[config.mk]
export PLATFORM = sky130hd
export DESIGN_NAME = truth_table_sweeper
export DESIGN_NICKNAME = d
export VERILOG_FILES = /design/src/rtl/truth_table_sweeper.sv
export SDC_FILE = /design/constraint.sdc
export NUM_CORES = 1
export LEC_CHECK = 0
export CAP_MARGIN = 5
export CORE_MARGIN = 2
export CORE_UTILIZATION = 50
export DETAILED_ROUTE_END_ITERATION = 16
export GPL_TIMING_DRIVEN = 0
export PLACE_DENSITY = 0.78
export SYNTH_ARGS = -nofsm -noshare
export SYNTH_HDL_FRONTEND = slang
export SYNTH_SLANG_ARGS = --single-unit
[constraint.sdc]
create_clock -name clk_i -period 3.92 [get_ports clk_i]
set_input_delay 0.784 -clock clk_i [delete_from_list [all_inputs] [get_ports clk_i]]
set_output_delay 0.784 -clock clk_i [all_outputs]
set_load 0.02 [all_outputs]
[src/rtl/truth_table_sweeper.sv]
// rtl/truth_table_sweeper.sv - stimulus/capture sweeper for a combinational N-input logic block
//
// Drives abc_o through every input combination, holds each vector for
// SETTLE_CYCLES clocks, samples f_i into a captured truth table and compares
// it against a truth table latched at start.
//
// Ports:
//   clk_i             system clock, rising edge
//   rst_i             synchronous active-high reset
//   start_i           one-cycle pulse; begins a sweep from IDLE or DONE
//   expected_i        expected truth table (bit i = f for abc==i), latched on start
//   f_i               output of the logic under test
//   abc_o             input vector to the logic under test (MSB = a)
//   tt_o              captured truth table
//   busy_o            sweep in progress
//   done_o            sweep finished, results stable
//   pass_o            no mismatches (valid with done_o)
//   err_count_o       number of mismatching vectors
//   first_err_idx_o   vector index of the first mismatch
//   first_err_valid_o at least one mismatch recorded
module truth_table_sweeper #(
    parameter int N_INPUTS      = 3,
    parameter int SETTLE_CYCLES = 4
) (
    input  logic                       clk_i,
    input  logic                       rst_i,
    input  logic                       start_i,
    input  logic [(1<<N_INPUTS)-1:0]   expected_i,
    input  logic                       f_i,
    output logic [N_INPUTS-1:0]        abc_o,
    output logic [(1<<N_INPUTS)-1:0]   tt_o,
    output logic                       busy_o,
    output logic                       done_o,
    output logic                       pass_o,
    output logic [N_INPUTS:0]          err_count_o,
    output logic [N_INPUTS-1:0]        first_err_idx_o,
    output logic                       first_err_valid_o
);

    localparam int V     = 1 << N_INPUTS;
    // Counter wide enough to hold SETTLE_CYCLES itself, so SETTLE_CYCLES=1 still gets one bit.
    localparam int CNT_W = $clog2(SETTLE_CYCLES + 1);

    localparam logic [CNT_W-1:0]    CNT_LAST = CNT_W'(SETTLE_CYCLES - 1);
    localparam logic [N_INPUTS-1:0] VEC_LAST = N_INPUTS'(V - 1);

    typedef enum logic [1:0] {
        IDLE   = 2'd0,
        SETTLE = 2'd1,
        SAMPLE = 2'd2,
        DONE   = 2'd3
    } state_t;

    state_t              state_q, state_d;
    logic [N_INPUTS-1:0] abc_q, abc_d;
    logic [V-1:0]        tt_q, tt_d;
    logic [V-1:0]        expected_q, expected_d;
    logic                busy_q, busy_d;
    logic                done_q, done_d;
    logic                pass_q, pass_d;
    logic [N_INPUTS:0]   err_q, err_d;
    logic [N_INPUTS-1:0] fei_q, fei_d;
    logic                fev_q, fev_d;
    logic [CNT_W-1:0]    cnt_q, cnt_d;

    always_comb begin
        state_d    = state_q;
        abc_d      = abc_q;
        tt_d       = tt_q;
        expected_d = expected_q;
        pass_d     = pass_q;
        err_d      = err_q;
        fei_d      = fei_q;
        fev_d      = fev_q;
        cnt_d      = cnt_q;

        case (state_q)
            IDLE, DONE: begin
                if (start_i) begin
                    expected_d = expected_i;
                    abc_d      = '0;
                    tt_d       = '0;
                    err_d      = '0;
                    fev_d      = 1'b0;
                    fei_d      = '0;
                    pass_d     = 1'b0;
                    cnt_d      = '0;
                    state_d    = SETTLE;
                end
            end
            SETTLE: begin
                cnt_d = cnt_q + 1'b1;
                if (cnt_q == CNT_LAST) begin
                    state_d = SAMPLE;
                end
            end
            SAMPLE: begin
                tt_d[abc_q] = f_i;
                if (f_i != expected_q[abc_q]) begin
                    err_d = err_q + 1'b1;
                    if (!fev_q) begin
                        fei_d = abc_q;
                        fev_d = 1'b1;
                    end
                end
                if (abc_q == VEC_LAST) begin
                    // Uses the updated count so a mismatch on the last vector fails the sweep.
                    state_d = DONE;
                    pass_d  = (err_d == '0);
                end else begin
                    abc_d   = abc_q + 1'b1;
                    cnt_d   = '0;
                    state_d = SETTLE;
                end
            end
            default: state_d = IDLE;
        endcase

        // Status flags are registered from the next state so they line up with it.
        busy_d = (state_d == SETTLE) || (state_d == SAMPLE);
        done_d = (state_d == DONE);
    end

    always_ff @(posedge clk_i) begin
        if (rst_i) begin
            state_q    <= IDLE;
            abc_q      <= '0;
            tt_q       <= '0;
            expected_q <= '0;
            busy_q     <= 1'b0;
            done_q     <= 1'b0;
            pass_q     <= 1'b0;
            err_q      <= '0;
            fei_q      <= '0;
            fev_q      <= 1'b0;
            cnt_q      <= '0;
        end else begin
            state_q    <= state_d;
            abc_q      <= abc_d;
            tt_q       <= tt_d;
            expected_q <= expected_d;
            busy_q     <= busy_d;
            done_q     <= done_d;
            pass_q     <= pass_d;
            err_q      <= err_d;
            fei_q      <= fei_d;
            fev_q      <= fev_d;
            cnt_q      <= cnt_d;
        end
    end

    assign abc_o             = abc_q;
    assign tt_o              = tt_q;
    assign busy_o            = busy_q;
    assign done_o            = done_q;
    assign pass_o            = pass_q;
    assign err_count_o       = err_q;
    assign first_err_idx_o   = fei_q;
    assign first_err_valid_o = fev_q;

endmodule

==> impl_results.md <==
- Final hold vios: 0
- Crit share post-route: 65.37%
- Drt initial violations: 96
- Fillers: 358
- Vias in the first global route: 1677
- Lkg Pwr: 0.8439 nW
- Drc violations: 0
- Syn Area/Cell: 8.103 um2
- Core Rows: 22
- GRT Util Overall: 21.89%
- Share of cells above drive strength 1: 4.029%
- Data arrival time of the worst path: 2780 ps
- Sequential Area: 700.7 um2
- Final Instance Count excl. Fillers: 321
- Drt pass-1 iters: 4
- Top cell by count, worst path: clkbuf_1
- Setup repair after global routing missed its margin: false
- Status: finished clean
- Power per cell area: 311.1 nW/um2
- Grt total ovfl: 0
- CTS clk-pin slew, worst paths: 70 ps
- Die area: 4284 um2
- Slowest CP cell: clkdlybuf4s50_1
- Crit path kind: in -> reg
- Worst setup EP type: register
- Fmax: 0.3903 GHz
- Clk_skew: 9.416 ps
- Routed Antenna Nets: 0
- Post-CTS Resized: 0
- Cell taking the most area after synthesis: dfxtp_1
- Synth cell types: 38
- Synth Register Bits: 35
- Family with the most delay on the worst path: buffers and inverters
- Synth warnings: 0
- FF-to-FF setup slack: 1460 ps
- Startpoint Class: input port
- Area growth, synth to finish: 25.18%
- Synthesized instance count: 233
- Area of the multi-input gates: 1109 um2
- Vias after detailed routing: 1799
- Synth async-reset ratio: 0%
- Final nets: 292
- Initial Utilization: 51.96%
- Largest net degree at the start of global routing: 12
- Top cells by area, synth: dfxtp_1, a21oi_1, nand2_1
- # IOs: 34
- Setup Viol. Count Final: 0
- Final min period: 2562 ps
- Via density: 5.604
- Buf/Inv on CP: 3
- Clk root buf: clkbuf_8
- Hpwl dp: 3019 um
- Hold Crit Class: reg -> reg
- Max stage delay on crit path: 580 ps
- DR WL/cell: 13.19 um
- Dpl ws: 1088 ps
- Share of the synthesized area in the top cell type: 37.11%
- Sum Neg Setup Slack: 0 ps
- Seq/Total Area, Yosys: 37.11%
- Largest buffer count on any clock path: 2
- CTS Buf Count: 5
- Worst Path Required: 4140 ps
- CTS hold repair buffers: 0
- Netlist Area Pre-Place: 1888 um2
- Critical-path cell list: clkdlybuf4s50_1 -> nand2b_1 -> clkbuf_1 -> and2_1 -> clkbuf_1 -> and3_1 -> nand2_1 -> a21oi_1
- Synth Flop Type: dfxtp_1
- First-pass GRT wire length: 7376 um
- Worst-path fanout max: 8
- Final Power: 0.0007353 W
- H-tree depth: 2
- Post-synth EDFFs: 0
- Die H: 65.45 um
- Die width: 65.45 um
- Fin worst setup slack: 1358 ps
- # placed instances: 313
- Max VDD drop: 0.2183 mV
- Clk Latency, worst-skew pair: 290 ps
- Total core area: 3633 um2
- GP Congestion: 0.8642
- Max-slew violations: 0
- Most frequent cell after synthesis: dfxtp_1
- Synth top cells by count: dfxtp_1, nand2_1, a21oi_1
- CTS tree: built
- Postcts setup bufs: 0
- Wire length after detailed routing: 4234 um
- Diode count: 0
- Total of max-cap violations: 0
- Input/output buffers: 32
- Post-Syn Nets: 253
- Worst slew margin: 55.77%
- Clk sinks: 35
- Worst-margin pin slew: 644.9 ps
- Initial antenna violation count: 0
==> final timing paths <==
path / startpoint / to / cells past startpoint
hold / removal: expected_q[5] / expected_q[5] / 2
setup reg to reg: state_q[0] / tt_o[5] / 7
setup / recovery: start_i / tt_o[0] / 8
hold reg to reg: expected_q[5] / expected_q[5] / 2
==> worst register-to-register path, stage by stage, from the launching register on <==
cell,delay (ps)
dfxtp_1,370
inv_1,70
ha_1,270
clkbuf_1,310
mux2i_1,620
clkbuf_1,450
o21ai_0,170
a21oi_1,150
==> per-layer routing <==
metal  vias to the layer above  track usage, %  part of all wire, %
li1                        896               -                    -
met1                       857           28.51                   47
met2                        39           35.59                   47
met3                         7           3.938                  4.7
met4                         0           9.375                  1.8
met5                         -               0                    0
==> placed cells by master, fill, tap and decap left out, types with 2 or more instances in the layout <==
cell and count:
clkdlybuf4s50_1 32, clkbuf_8 6, o21ai_0 10, ha_1 8
and2_1 2, nand4_1 2, nand3_1 4, nand2_1 33
a31oi_1 2, clkbuf_1 16, nor2_1 21, inv_1 6
dfxtp_1 35, nor2b_1 10, a21boi_0 5, nor3b_1 5
nand4b_1 5, a21oi_1 25, a22oi_1 5, mux4_2 2
mux2i_1 7, nand2b_1 7, o211ai_1 3, nor3_1 4
and3_1 2
==> cell families after synthesis <==
logic type	after synthesis	synth area share [%]
buffers and inverters	21	4.175
AOI/OAI and AO/OA	59	18.95
and+or+nand+nor	98	25.85
xor gates and xnor gates	2	1.326
muxes	10	7.289
adders and majority gates	8	5.302
DFF	35	37.11
==> metrics by stage <==
stage	cell area [um2]	hold slack, ps	util [%]
after floorplan	1888	433.1	-
after global placement	2268	440.8	62.43
after detailed placement	2268	450.8	62.43
after CTS	2364	460.1	65.05
after global routing	2364	486.5	65.05
final	2364	459.1	65.05
==> where the power goes <==
part / switching (W) / internal [W]
Sequential: 0.00000485 / 0.000365
Combinational: 0.0000541 / 0.0000362
Clock: 0.000131 / 0.000144
==> state kept, by name, indices dropped and copies added, names as in the netlist <==
signal / flops
err_count_o: 4
pass_o: 1
done_o: 1
expected_q: 8
first_err_idx_o: 3
first_err_valid_o: 1
abc_o: 3
state_q: 2
busy_o: 1
tt_o: 8
cnt_q: 3
==> layout make-up <==
class,count,share of cell area [%]
Multi-Input combinational cell,177,46.90
Buffer,15,2.382
Sequential cell,35,29.65
Timing Repair Buffer,32,13.55
Clock buffer,7,3.653
Tap cell,48,2.541
Inverter,6,0.9529
Clock inverter,1,0.3706
(Power assumes the default switching activity.)
